<file path="config.mk">
export PLATFORM = sky130hd
export DESIGN_NAME = fifo_rd_fwft
export DESIGN_NICKNAME = d
export VERILOG_FILES = /design/src/rtl/fifo_rd_fwft_pkg.sv /design/src/rtl/fifo_rd_fwft_buf2.sv /design/src/rtl/fifo_rd_fwft.sv
export SDC_FILE = /design/constraint.sdc
export NUM_CORES = 1
export LEC_CHECK = 0
export ABC_AREA = 1
export BUFFER_PORTS_ARGS = -buffer_cell sky130_fd_sc_hd__buf_2
export CORE_MARGIN = 2
export CORE_UTILIZATION = 40
export CTS_CLUSTER_DIAMETER = 50
export DETAILED_ROUTE_END_ITERATION = 10
export HOLD_SLACK_MARGIN = 0.05
export PLACE_DENSITY = 0.61
export SLEW_MARGIN = 0
export SYNTH_ARGS = -nofsm -noshare
export SYNTH_HDL_FRONTEND = slang
export SYNTH_SLANG_ARGS = --single-unit
</file>
<file path="constraint.sdc">
create_clock -name clk -period 3.7 [get_ports clk]
set_clock_uncertainty 0.2 [all_clocks]
set_input_delay 0.185 -clock clk [delete_from_list [all_inputs] [get_ports clk]]
set_output_delay 0.185 -clock clk [all_outputs]
set_load 0.1 [all_outputs]
</file>
<file path="src/rtl/fifo_rd_fwft_pkg.sv">
// Shared constants and types for the read-domain FWFT stage of the async FIFO.
//   FWFT_DEPTH : number of words the FWFT stage may hold locally
//   LEVEL_W    : width of the local fill level (counts 0..FWFT_DEPTH)
//   level_t    : type of the fill level
//   buf_op_e   : per-cycle operation applied to the 2-slot buffer
package fifo_rd_fwft_pkg;

  localparam int unsigned FWFT_DEPTH = 2;
  localparam int unsigned LEVEL_W    = 2;

  typedef logic [LEVEL_W-1:0] level_t;

  typedef enum logic [1:0] {
    BufHold,
    BufPush,
    BufPop,
    BufPushPop
  } buf_op_e;

  // Collapse the push/pop strobes into a single decoded buffer operation.
  function automatic buf_op_e buf_op(input logic push, input logic pop);
    buf_op_e op;
    unique case ({push, pop})
      2'b10:   op = BufPush;
      2'b01:   op = BufPop;
      2'b11:   op = BufPushPop;
      default: op = BufHold;
    endcase
    return op;
  endfunction

endpackage

</file>
<file path="src/rtl/fifo_rd_fwft_buf2.sv">
// Two-slot shift buffer for the FWFT stage. slot0 is the head and is always
// presented on dout; slot1 is the tail. A pop shifts slot1 into slot0 in the
// same cycle. A push lands in the lowest slot that is free once this cycle's
// pop has been applied.
// Ports:
//   clk   in   read-domain clock
//   rst   in   asynchronous active-low reset
//   clr   in   synchronous clear, same effect as reset
//   push  in   write din this cycle
//   din   in   data to write
//   pop   in   remove the head word this cycle (ignored when empty)
//   dout  out  head word (slot0)
//   level out  number of words held (0..2)
module fwft_buf2
  import fifo_rd_fwft_pkg::*;
#(
  parameter int unsigned DATA_W = 8
) (
  input  logic              clk,
  input  logic              rst,
  input  logic              clr,
  input  logic              push,
  input  logic [DATA_W-1:0] din,
  input  logic              pop,
  output logic [DATA_W-1:0] dout,
  output level_t            level
);

  localparam level_t LevelZero = level_t'(0);
  localparam level_t LevelOne  = level_t'(1);
  localparam level_t LevelFull = level_t'(FWFT_DEPTH);

  logic [DATA_W-1:0] slot0_q, slot0_d;
  logic [DATA_W-1:0] slot1_q, slot1_d;
  level_t            level_q, level_d;
  logic              pop_ok;

  // A pop of an empty buffer has nothing to remove.
  assign pop_ok = pop && (level_q != LevelZero);

  always_comb begin
    slot0_d = slot0_q;
    slot1_d = slot1_q;
    level_d = level_q;
    unique case (buf_op(push, pop_ok))
      BufPush: begin
        level_d = level_q + LevelOne;
        if (level_q == LevelZero) begin
          slot0_d = din;
        end else begin
          slot1_d = din;
        end
      end
      BufPop: begin
        level_d = level_q - LevelOne;
        slot0_d = slot1_q;
        // Keep the vacated tail at zero so a drained buffer shows dout = 0.
        slot1_d = '0;
      end
      BufPushPop: begin
        // Level is unchanged; the head leaves and the new word takes the
        // first slot that is free after the shift.
        if (level_q == LevelFull) begin
          slot0_d = slot1_q;
          slot1_d = din;
        end else begin
          slot0_d = din;
        end
      end
      default: begin
      end
    endcase
  end

  always_ff @(posedge clk or negedge rst) begin
    if (!rst) begin
      slot0_q <= '0;
      slot1_q <= '0;
      level_q <= LevelZero;
    end else if (clr) begin
      slot0_q <= '0;
      slot1_q <= '0;
      level_q <= LevelZero;
    end else begin
      slot0_q <= slot0_d;
      slot1_q <= slot1_d;
      level_q <= level_d;
    end
  end

  assign dout  = slot0_q;
  assign level = level_q;

  // The owner must never push into a full buffer without a matching pop.
  a_no_overflow: assert property (
    @(posedge clk) disable iff (!rst || clr)
      !(push && !pop_ok && (level_q == LevelFull))
  );

  a_level_range: assert property (
    @(posedge clk) disable iff (!rst)
      level_q <= LevelFull
  );

endmodule

</file>
<file path="src/rtl/fifo_rd_fwft.sv">
// Read-domain first-word-fall-through stage of the async FIFO.
// Sits downstream of the read-pointer/empty counter: it issues rd_en (the
// counter increment and RAM read strobe) from the registered empty flag,
// captures the RAM word one cycle later, and presents it as a valid/ready
// stream at up to one word per clock. Local storage is a 2-slot buffer;
// issue is throttled so buffered plus in-flight words never exceed 2.
// Ports:
//   clk        in   read-domain clock
//   rst        in   asynchronous active-low reset
//   clr        in   synchronous clear, same effect as reset
//   empty      in   registered empty flag from the read-pointer counter
//   rd_en      out  increment enable to the pointer counter / RAM read strobe
//   mem_rdata  in   RAM read data, valid the cycle after rd_en
//   dout       out  head-of-stream data
//   dout_valid out  dout holds a valid word
//   dout_ready in   consumer accepts dout this cycle
//   level      out  words held locally (0..2)
module fifo_rd_fwft
  import fifo_rd_fwft_pkg::*;
#(
  parameter int unsigned DATA_W = 8
) (
  input  logic              clk,
  input  logic              rst,
  input  logic              clr,
  input  logic              empty,
  output logic              rd_en,
  input  logic [DATA_W-1:0] mem_rdata,
  output logic [DATA_W-1:0] dout,
  output logic              dout_valid,
  input  logic              dout_ready,
  output level_t            level
);

  localparam int unsigned CommitW = LEVEL_W + 1;
  localparam logic [CommitW-1:0] CommitMax = CommitW'(FWFT_DEPTH);

  logic               inflight_q;
  logic               pop;
  logic [CommitW-1:0] committed;

  fwft_buf2 #(
    .DATA_W (DATA_W)
  ) u_buf (
    .clk   (clk),
    .rst   (rst),
    .clr   (clr),
    .push  (inflight_q),
    .din   (mem_rdata),
    .pop   (pop),
    .dout  (dout),
    .level (level)
  );

  assign dout_valid = (level != level_t'(0));
  assign pop        = dout_valid && dout_ready;

  // Words that will still occupy the buffer after this cycle: held plus
  // returning minus leaving. pop implies level >= 1, so this cannot wrap.
  always_comb begin
    committed = {1'b0, level} + CommitW'(inflight_q) - CommitW'(pop);
  end

  // Gated by rst/clr so the cleared pointer counter never sees a stray
  // increment while the stage is being flushed.
  assign rd_en = rst && !clr && !empty && (committed < CommitMax);

  always_ff @(posedge clk or negedge rst) begin
    if (!rst) begin
      inflight_q <= 1'b0;
    end else if (clr) begin
      inflight_q <= 1'b0;
    end else begin
      inflight_q <= rd_en;
    end
  end

  a_no_overrun: assert property (
    @(posedge clk) disable iff (!rst)
      ({1'b0, level} + CommitW'(inflight_q)) <= CommitMax
  );

  a_no_read_when_empty: assert property (
    @(posedge clk) disable iff (!rst)
      rd_en |-> !empty
  );

  a_dout_stable: assert property (
    @(posedge clk) disable iff (!rst || clr)
      (dout_valid && !dout_ready) |=> (dout_valid && $stable(dout))
  );

endmodule

</file>
* Yosys cells after proc, flatten, opt, wreduce, memory -nomap -nowiden
Cells that the tools add are included.
Widths: inputs -> output; s select.
** Operators by class
- Equality and inequality tests :: 10
- Muxes and demuxes :: 12
- Add/subtract/negate cells :: 4
- $lt $le $gt $ge :: 1
- Reduce and logical (&&, ||, !) cells :: 13
** Operator list (count)
- $mux 8 :: 6
- $pmux 8 s3 :: 2
- $eq 2x2->1 const B :: 5
- $ne 3x2->1 const B :: 2
- $pmux 2 s3 :: 1
- $logic_and 1x1->1 :: 5
- $eq 2x1->1 const B :: 2
- $pmux 2 s2 :: 1
- $reduce_bool 4->1 :: 1
- $add 2x1->3 :: 1
- $lt 3x2->1 const B :: 1
- $ne 3x3->1 const B :: 1
- $reduce_and 3->1 :: 1
- $reduce_bool 3->1 :: 1
- $sub 3x1->3 :: 1
- $add 2x1->2 const B :: 1
- $logic_not 1->1 :: 2
- $logic_not 2->1 :: 1
- $mux 2 :: 1
- $reduce_and 2->1 :: 1
- $reduce_bool 2->1 :: 1
- $sub 2x1->2 const B :: 1
- $mux 1 :: 1
** Word-level totals
- Output and inout port bits :: 12
- Input bits :: 13
- Register bits after elaboration :: 19

* Depth between registers and ports, before layout
Gate-level depths: netlist of the first run.
- Word-level depth :: 8
- Mapped depth :: 11
- Mapped depth without buffers :: 11

* Hierarchy
From an unflattened synthesis of the first run, not the netlist that was laid out.
** Unflattened totals
- Cells, all modules :: 148
- Area total of the unflattened synthesis :: 1153.6 µm²
** Modules (own cells, without submodules)
- fwft_buf2 :: area an instance 1024.7 µm², cells each 129, instances 1
- fifo_rd_fwft :: area an instance 128.9 µm², cells each 19, instances 1

* Worst setup path before layout of the first run
Ideal clock, no wire load.
- Path kind :: flip-flop to output port
- Start point :: register u_buf.level_q[1], in the netlist u_buf.level[1]
- End point :: output port rd_en
- Stages on the path, launching flop included :: 10
- Data arrival time :: 4.165 ns
- Path buffers :: 0
- Setup slack :: -0.850 ns
- Path through :: dfrtp_1 inv_2 nand2_2 nand2_1 inv_1 ha_1 or2_2 fa_1 nand3_1 nor2_1
** On the way
- Longest elaborated chain between the ends :: 5
** Ends and longest elaborated chain
- start, declared :: line fifo_rd_fwft_buf2.sv:35 : level_t level_q, level_d;
- start signal, assigned :: line fifo_rd_fwft_buf2.sv:79 : level_q <= LevelZero;
- start signal, assigned :: line fifo_rd_fwft_buf2.sv:83 : level_q <= LevelZero;
- start signal, assigned :: line fifo_rd_fwft_buf2.sv:87 : level_q <= level_d;
- $reduce_bool 2->1 :: line fifo_rd_fwft.sv:55 : assign dout_valid = (level != level_t'(0));
- named net dout_valid :: line fifo_rd_fwft.sv:30 : output logic dout_valid,
- $logic_and 1x1->1 :: line fifo_rd_fwft.sv:56 : assign pop = dout_valid && dout_ready;
- $sub 3x1->3 :: line fifo_rd_fwft.sv:61 : committed = {1'b0, level} + CommitW'(inflight_q) - CommitW'(pop);
- $lt 3x2->1 :: line fifo_rd_fwft.sv:66 : assign rd_en = rst && !clr && !empty && (committed < CommitMax);
- $logic_and 1x1->1 :: line fifo_rd_fwft.sv:66
- end, declared :: line fifo_rd_fwft.sv:27 : output logic rd_en,
The timed path passes the listed nets, and every way through them passes these cells.

* Worst setup path after layout of the first run
- Start point :: register u_buf.level_q[1], in the netlist u_buf.level[1]
- End point :: output port rd_en
** On the way
- Longest elaborated chain between the ends :: 5
** Ends and longest elaborated chain (line)
- parallel branches: the longest is 2 deep, another holds $add 2x1->3
- $sub 3x1->3 (*) :: fifo_rd_fwft.sv:61
- $lt 3x2->1 (*) :: fifo_rd_fwft.sv:66
- $logic_and 1x1->1 (*) :: fifo_rd_fwft.sv:66
Every way passes the cells marked *.

==> results of run 1 <==
-- through the flow --
step / hold WS [ns] / std cells / worst slack (ns) / cell area (um2) / utilization [%]
detailed placement: -0.0311 / 210 / 0.793 / 1300 / 47.6
global route: 0.178 / 224 / 0.300 / 1430 / 52.2
finish: 0.142 / 224 / 0.452 / 1430 / 52.2
floorplan: -0.311 / 156 / 0.190 / 1150 / -
CTS: 0.159 / 224 / 0.424 / 1430 / 52.2
global placement: -0.0368 / 210 / 0.863 / 1300 / 47.6
-- sequential cells by signal, indices dropped and copies added, names as in the netlist --
register / flops
inflight_q: 1
u_buf.dout: 8
u_buf.level: 2
u_buf.slot1_q: 8
-- cell families after synthesis --
| group | synth area share (%) |
|---|---|
| flops | 41.9 |
| simple gates | 47.5 |
| buf+inv | 3.74 |
| fa+ha+maj | 6.17 |
| xor+xnor | 0.771 |
-- worst min path at each step --
stage,end,slack (ns),from,depth (start not counted)
CTS,inflight_q,0.16,rst,2
detailed placement,u_buf.dout[1],-0.03,rst,1
finish,u_buf.dout[1],0.14,rst,2
global placement,u_buf.dout[1],-0.04,rst,1
floorplan,inflight_q,-0.31,rst,0
global route,u_buf.slot1_q[5],0.18,rst,2
-- final cells by class --
cell class | count | area share (%)
multi-input combinational | 126 | 43.8
sequential | 19 | 33.5
timing repair buffer | 34 | 15.4
tap | 31 | 2.72
inverter | 10 | 2.63
clock buffer | 3 | 1.58
clock inverter | 1 | 0.351
-- metal layers --
metal	up-vias	global-route usage [%]	wire (um)
li1	570	-	-
met1	511	25.3	1270
met2	33	29.6	1250
met3	2	4.76	132
met4	0	3.99	13
met5	-	0	0
-- power by group through the flow --
stage | Combinational (mW) | Sequential (mW) | Clock, mW
after detailed placement | 0.723 | 0.321 | 0
after floorplan | 0.327 | 0.584 | 0
after global routing | 0.784 | 0.325 | 0.123
after CTS | 0.733 | 0.316 | 0.117
final | 0.726 | 0.316 | 0.111
after global placement | 0.713 | 0.318 | 0
-- critical path, cell delays in order (launching register included) --
cell,delay (ns)
dfrtp_2,0.49
inv_2,0.08
nand2_2,0.07
nand2_1,0.12
inv_1,0.06
ha_1,0.25
or2_2,0.30
fa_1,0.49
nand3_1,0.14
nor2_4,0.13
buf_2,0.42
-- cells in the final DEF (no fill, tap or decap) --
cell and instances:
clkinv_2 1, or2_2 1, nor2_1 13, nand2_4 1, dfrtp_2 2, buf_2 24, nand3_1 11, nand4_1 8
nor3_1 1, dfrtp_1 17, nand2_2 4, xor2_1 1, ha_1 4, nor2_4 2, nand2_1 76, nand3_4 1
inv_1 6, clkbuf_4 3, inv_2 4, nand3_2 2, dlygate4sd3_1 10, fa_1 1
==> results.py, run 1 <==
metrics = {
    "outcome": {
        "outcome": "complete, no violations",
    },
    "power": {
        "power.switching_mw": 0.693,
        "power_frac_clock_pct": 9.6,
        "p_int_mw": 0.460,
        "irDropWorstVdd_uv": 496,
        "comb_power_share_pct": 63.0,
        "power_frac_seq_pct": 27.4,
        "p_total_mw": 1.15,
        "powerDensity_nw_per_um2": 807,
        "power_leakage_nw": 0.818,
        "power_switching_share_pct": 60.1,
    },
    "drt": {
        "wire_per_inst_um": 11.9,
        "drtAntennaViolNets": 0,
        "drt_iter0_markers": 35,
        "wl_um": 2670,
        "avgViaCountPerCell": 4.98,
        "drc": 0,
        "dr.pass1.iters": 4,
        "vias": 1116,
    },
    "sta": {
        "relSlewSlack_pct": 67.7,
        "rsz0062_at_grt": "no",
        "setup_viol": 0,
        "tightest_slew_ns": 0.488,
        "fin_crit_ns": 3.25,
        "fin_crit_sh_pct": 87.8,
        "tns_ns": 0,
        "slew_viol_final": 0,
        "max_freq_mhz": 308,
        "report.final.hold_viol_count": 0,
    },
    "clocking": {
        "cts.clk_slew.worst_paths_ns": 0.12,
        "numCtsBuffers": 3,
        "clk_latency_ns": 0.31,
        "clock_sinks": 19,
        "clock_path_buffers": 2,
        "cts_tree": "built",
        "cts-root-buf": "clkbuf_4",
        "cts_setup_buffers": 0,
        "h-tree-depth": 1,
        "ctsResizeCount": 0,
        "holdBufCountCts": 10,
    },
    "synth": {
        "synthTopCellsByArea": "dfrtp_1, nand2_1, nand3_1, nor2_1, ha_1",
        "yosys.area.top_type_share_pct": 41.9,
        "synth_top_flop_cell": "dfrtp_1",
        "syn_inst": 156,
        "synth_fp_nets": 174,
        "synth_top_area_cell": "dfrtp_1",
        "ys_seq_elements": 19,
        "synth.distinct_cells": 18,
        "synth_edf_count": 0,
        "synth_common_cells": "nand2_1, dfrtp_1, nor2_1",
        "synth_area_um2": 1140,
        "async_flop_share_pct": 100,
        "synth.most_common_cell": "nand2_1",
        "yosysWarningCount": 0,
        "avgSynthCellArea_um2": 7.28,
        "ys_seq_area_share_pct": 41.9,
    },
    "floorplanning": {
        "initial_core_util_pct": 41.6,
        "num_rows": 19,
        "core-area_um2": 2730,
        "die-area_um2": 3280,
        "io_pins": 25,
        "fp.dieH_um": 57.3,
        "die_w_um": 57.3,
    },
    "final_layout": {
        "drive_above_1_share_pct": 23.3,
        "regArea_um2": 478,
        "syn_to_final_growth_pct": 25.7,
        "fin_nets": 212,
        "antenna_cells": 0,
        "nFillCells": 274,
        "multiInputGateArea_um2": 626,
    },
    "grt": {
        "antenna_found_initial": 0,
        "grt_pass1_wl_um": 4720,
        "grtUsageTotal_pct": 18.4,
        "grt_pass1_vias": 1033,
        "grt_max_degree": 21,
        "overflow": 0,
    },
    "critical_path": {
        "cp-startpoint": "u_buf.level[1]",
        "r2r_slack_ns": 1.27,
        "timing.rr.end": "inflight_q",
        "setup.worst_path.class": "register to output pin",
        "worst_setup_path_start_kind": "register",
        "critical_path_arrival_ns": 2.86,
        "worst_ep_required_time_ns": 3.31,
        "rr_startpoint": "u_buf.level[1]",
        "end_kind": "output pin",
        "worstSetupEndpoint": "rd_en",
        "path_max_fanout": 7,
        "worstRegToRegCells": 9,
    },
    "placed_design": {
        "place_congestion": 0.827,
        "numPortBuffers": 24,
        "hpwl_um": 1940,
    },
    "hold_path": {
        "hp-class": "input port to async pin",
    },
    "run": {
        "maxCapViolCount": 0,
    },
}
No activity file was read; power rests on OpenSTA's default activity.
==> run 2, diff against run 1 <==
Settings changed: PLACE_DENSITY 0.61 to 0.59.
==> run 2 against run 1 <==
  * Via count fell by 2.4%
  * Maximum frequency rose by 0.56%
  * Count of clock-buffer cells in the layout did not move
  * Sequential power hardly changed
  * Die area stayed put
  * Critical path depth unchanged
  * First-iteration DRC count rose by 5.7%
  * Combinational power decreased by 1%
  * Non-clock buffer count stayed put
  * Hold slack got worse by 0.011 ns
==> results.py, run 2 (same netlist as run 1, synthesis figures left out) <==
metrics = {
    "sta": {
        "tns_ns": 0,
        "fin_crit_sh_pct": 87.3,
        "relSlewSlack_pct": 67.8,
        "tightest_slew_ns": 0.486,
        "slew_viol_final": 0,
        "rsz0062_at_grt": "no",
        "max_freq_mhz": 310,
        "report.final.hold_viol_count": 0,
        "fin_crit_ns": 3.23,
        "holdWs_ns": 0.132,
        "setup_viol": 0,
    },
    "floorplanning": {
        "initial_core_util_pct": 41.6,
        "num_rows": 19,
        "io_pins": 25,
        "die_w_um": 57.3,
        "die-area_um2": 3280,
        "fp.dieH_um": 57.3,
        "core-area_um2": 2730,
    },
    "clocking": {
        "cts.clk_slew.worst_paths_ns": 0.11,
        "clk_latency_ns": 0.31,
        "cts_setup_buffers": 0,
        "holdBufCountCts": 10,
        "cts-root-buf": "clkbuf_4",
        "ctsResizeCount": 0,
        "cts_tree": "built",
        "clock_path_buffers": 2,
        "h-tree-depth": 1,
        "clock_sinks": 19,
        "numCtsBuffers": 3,
    },
    "drt": {
        "drc": 0,
        "vias": 1089,
        "drtAntennaViolNets": 0,
        "wl_um": 2550,
        "dr.pass1.iters": 4,
        "drt_iter0_markers": 37,
        "avgViaCountPerCell": 4.86,
        "wire_per_inst_um": 11.4,
    },
    "critical_path": {
        "path_max_fanout": 7,
        "rr_startpoint": "u_buf.level[1]",
        "slowest_delay_ns": 0.49,
        "cp-startpoint": "u_buf.level[1]",
        "worst_setup_path_start_kind": "register",
        "end_kind": "output pin",
        "path_cells": "inv_2 -> nand2_2 -> nand2_1 -> inv_1 -> ha_1 -> or2_2 -> fa_1 -> nand3_1 -> nor2_4 -> buf_2",
        "crit_path_top_delay_cell": "dfrtp_2",
        "critical_path_arrival_ns": 2.84,
        "worst_ep_required_time_ns": 3.31,
        "setup.worst_path.class": "register to output pin",
    },
    "power": {
        "power_frac_clock_pct": 9.5,
        "power_switching_share_pct": 59.8,
        "powerDensity_nw_per_um2": 802,
        "p_int_mw": 0.460,
        "power.switching_mw": 0.685,
        "irDropWorstVdd_uv": 502,
        "p_total_mw": 1.14,
        "comb_power_share_pct": 62.8,
        "power_leakage_nw": 0.818,
        "power_frac_seq_pct": 27.7,
    },
    "grt": {
        "grt_pass1_wl_um": 4530,
        "antenna_found_initial": 0,
        "grt_pass1_vias": 1050,
        "overflow": 0,
        "grt_max_degree": 21,
        "grtUsageTotal_pct": 18.1,
    },
    "final_layout": {
        "antenna_cells": 0,
        "nFillCells": 268,
        "final_cell_mix": "nand2_1, buf_2, dfrtp_1",
        "layout_commonest_cell": "nand2_1",
        "drive_above_1_share_pct": 23.3,
        "syn_to_final_growth_pct": 25.7,
        "multiInputGateArea_um2": 626,
        "instances_no_fill": 224,
        "fin_nets": 212,
        "regArea_um2": 478,
    },
    "placed_design": {
        "hpwl_um": 1870,
        "numPortBuffers": 24,
        "dp_cells": 210,
        "place_congestion": 0.798,
    },
    "outcome": {
        "outcome": "complete, no violations",
    },
    "hold_path": {
        "hp-class": "input port to async pin",
    },
    "run": {
        "maxCapViolCount": 0,
    },
}
run 2: metrics by stage:
| stage | setup slack [ns] | utilization (%) | area [um2] |
|---|---|---|---|
| 2_1_floorplan | 0.190 | - | 1150 |
| 3_3_place_gp | 0.884 | 47.6 | 1300 |
| 3_5_place_dp | 0.806 | 47.6 | 1300 |
| 4_1_cts | 0.452 | 52.2 | 1430 |
| 5_1_grt | 0.280 | 52.2 | 1430 |
| 6_report | 0.470 | 52.2 | 1430 |
run 2: cell type report:
| cell class | instances | area share, % |
|---|---|---|
| Sequential cell | 19 | 33.5 |
| Clock inverter | 1 | 0.351 |
| Multi-Input combinational cell | 126 | 43.8 |
| Timing Repair Buffer | 34 | 15.4 |
| Clock buffer | 3 | 1.58 |
| Inverter | 10 | 2.63 |
| Tap cell | 31 | 2.72 |
run 2: path summary, 6_finish.rpt:
check                                 end  slack [ns]  depth (start not counted)
min in group clk            u_buf.dout[2]        0.18                          4
setup / recovery                    rd_en        0.47                         10
hold / removal              u_buf.dout[0]        0.13                          2
hold reg to reg             u_buf.dout[5]        0.28                          2
max in group asynchronous  u_buf.level[1]        2.83                          2
setup reg to reg               inflight_q        1.30                          9
run 2: routing by layer:
| metal | wire, um | share of wire, % | GRT usage (%) |
|---|---|---|---|
| met2 | 1160 | 45 | 28.9 |
| met4 | 77 | 3.0 | 9.30 |
| met5 | 0 | 0 | 0 |
| met1 | 1210 | 48 | 23.9 |
| met3 | 101 | 4.0 | 2.72 |
run 2: worst max-delay path, delay by kind of cell, from the launching register on:
kind	cells	cell delay (ns)
fa+ha+maj	2	0.75
simple gates	5	0.73
buf+inv	3	0.56
flops	1	0.49
run 2: power by group through the flow:
stage	clock [mW]	combinational (mW)	sequential, mW
finish	0.109	0.719	0.317
detailed placement	0	0.716	0.321
global route	0.130	0.774	0.326
global placement	0	0.707	0.318
floorplan	0	0.327	0.584
CTS	0.113	0.726	0.317
==> run 3, diff against run 2 <==
Settings changed: CORE_UTILIZATION 40 to 57, PLACE_DENSITY 0.59 to 0.8.
==> run 3 against run 2 <==
  * First-iteration DRC count unchanged
  * Count of clock-buffer cells in the layout is 1 higher
  * Clock power hardly changed
  * Sequential cell count unchanged
  * Global-route usage rose by 5.6 points
  * Via count grew 8.3%
  * Worst setup slack got worse by 0.0079 ns
  * Final cell count is 2.2% lower
  * Critical path depth stayed put
  * Combinational power increased by 2%
  * Critical path type unchanged
  * Largest power group unchanged
==> results.py, run 3 (same netlist as run 1, synthesis figures left out) <==
metrics = {
    "floorplanning": {
        "io_pins": 25,
        "core-area_um2": 1920,
        "initial_core_util_pct": 59.1,
        "die-area_um2": 2370,
        "die_w_um": 48.6,
        "fp.dieH_um": 48.6,
        "num_rows": 16,
    },
    "grt": {
        "grt_pass1_vias": 1058,
        "antenna_found_initial": 0,
        "grt_max_degree": 21,
        "overflow": 0,
        "grt_pass1_wl_um": 4410,
        "grtUsageTotal_pct": 23.8,
    },
    "clocking": {
        "cts-root-buf": "clkbuf_4",
        "cts_tree": "built",
        "holdBufCountCts": 9,
        "cts_setup_buffers": 0,
        "cts.clk_slew.worst_paths_ns": 0.11,
        "ctsResizeCount": 0,
        "numCtsBuffers": 3,
        "clock_sinks": 19,
        "clock_path_buffers": 2,
        "clk_latency_ns": 0.30,
        "h-tree-depth": 1,
    },
    "sta": {
        "fin_crit_sh_pct": 87.5,
        "relSlewSlack_pct": 67.7,
        "slew_viol_final": 0,
        "rsz0062_at_grt": "no",
        "max_freq_mhz": 309,
        "fin_crit_ns": 3.24,
        "report.final.hold_viol_count": 0,
        "setup_viol": 0,
        "tightest_slew_ns": 0.487,
        "tns_ns": 0,
    },
    "critical_path": {
        "critical_path_arrival_ns": 2.85,
        "end_kind": "output pin",
        "worst_ep_required_time_ns": 3.31,
        "worstRegToRegCells": 9,
        "path_max_fanout": 7,
        "slowest_delay_ns": 0.49,
        "crit_path_top_delay_cell": "dfrtp_2",
        "path_cells": "inv_2 -> nand2_2 -> nand2_1 -> inv_1 -> ha_1 -> or2_2 -> fa_1 -> nand3_1 -> nor2_4 -> buf_2",
        "setup.worst_path.class": "register to output pin",
        "worst_setup_path_start_kind": "register",
    },
    "drt": {
        "drtAntennaViolNets": 0,
        "wl_um": 2660,
        "drt_iter0_markers": 37,
        "drc": 0,
        "dr.pass1.iters": 4,
        "wire_per_inst_um": 12.1,
        "avgViaCountPerCell": 5.38,
        "vias": 1179,
    },
    "final_layout": {
        "fin_nets": 211,
        "multiInputGateArea_um2": 626,
        "utilization_pct": 73.4,
        "final_cell_mix": "nand2_1, buf_2, dfrtp_1",
        "syn_to_final_growth_pct": 24.2,
        "antenna_cells": 0,
        "layout_commonest_cell": "nand2_1",
        "fin_area_um2": 1410,
        "drive_above_1_share_pct": 22.9,
        "nFillCells": 168,
        "instances_no_fill": 219,
        "regArea_um2": 478,
    },
    "power": {
        "power_leakage_nw": 0.811,
        "irDropWorstVdd_uv": 627,
        "powerDensity_nw_per_um2": 820,
    },
    "placed_design": {
        "hpwl_um": 1920,
        "numPortBuffers": 24,
        "dp_cells": 206,
        "place_congestion": 0.852,
        "placed_cell_area_um2": 1290,
    },
    "hold_path": {
        "worstHoldPathCells": 5,
        "hp-class": "input port to register",
    },
    "run": {
        "maxCapViolCount": 0,
    },
    "outcome": {
        "outcome": "complete, no violations",
    },
}
==> run 3: path summary, 6_finish.rpt <==
path / startpoint / endpoint / slack [ns]
worst max register to register: u_buf.level[1] / inflight_q / 1.28
max in group asynchronous: rst / u_buf.level[1] / 2.83
worst min-delay path: mem_rdata[7] / u_buf.slot1_q[7] / 0.04
worst min register to register: u_buf.dout[6] / u_buf.dout[6] / 0.28
min in group asynchronous: rst / u_buf.slot1_q[5] / 0.14
worst max-delay path: u_buf.level[1] / rd_en / 0.46
==> run 3: cell type report <==
| cell class | count | share of cell area [%] |
|---|---|---|
| Multi-Input combinational cell | 126 | 44.3 |
| Timing Repair Buffer | 33 | 14.9 |
| Inverter | 10 | 2.66 |
| Clock buffer | 4 | 1.86 |
| Sequential cell | 19 | 33.9 |
| Tap cell | 27 | 2.39 |
==> run 3: report_power, final <==
| part | internal [mW] | switching (mW) |
|---|---|---|
| Combinational | 0.147 | 0.584 |
| Clock | 0.0420 | 0.0666 |
| Sequential | 0.272 | 0.0461 |
==> run 3: layer usage <==
layer,wire length [um],up-vias,track usage [%]
met3,197,11,3.40
met1,1110,527,31.3
met4,46,0,6.67
li1,-,572,-
met5,0,-,0
met2,1300,69,40.9
==> run 3: per-stage QoR <==
stage | setup WS [ns] | power, mW | hold slack (ns)
floorplan | 0.190 | 0.911 | -0.311
global placement | 0.865 | 1.02 | -0.0525
detailed placement | 0.797 | 1.04 | -0.0500
CTS | 0.457 | 1.16 | 0.0519
global route | 0.331 | 1.22 | 0.0529
finish | 0.462 | 1.16 | 0.0410
==> run 3: worst max-delay path, delay by kind of cell (launching register included) <==
family | cells | cell delay, ns
flip-flops | 1 | 0.49
buffers and inverters | 3 | 0.56
AND/OR/NAND/NOR | 5 | 0.75
adder cells (fa/ha/maj) | 2 | 0.74
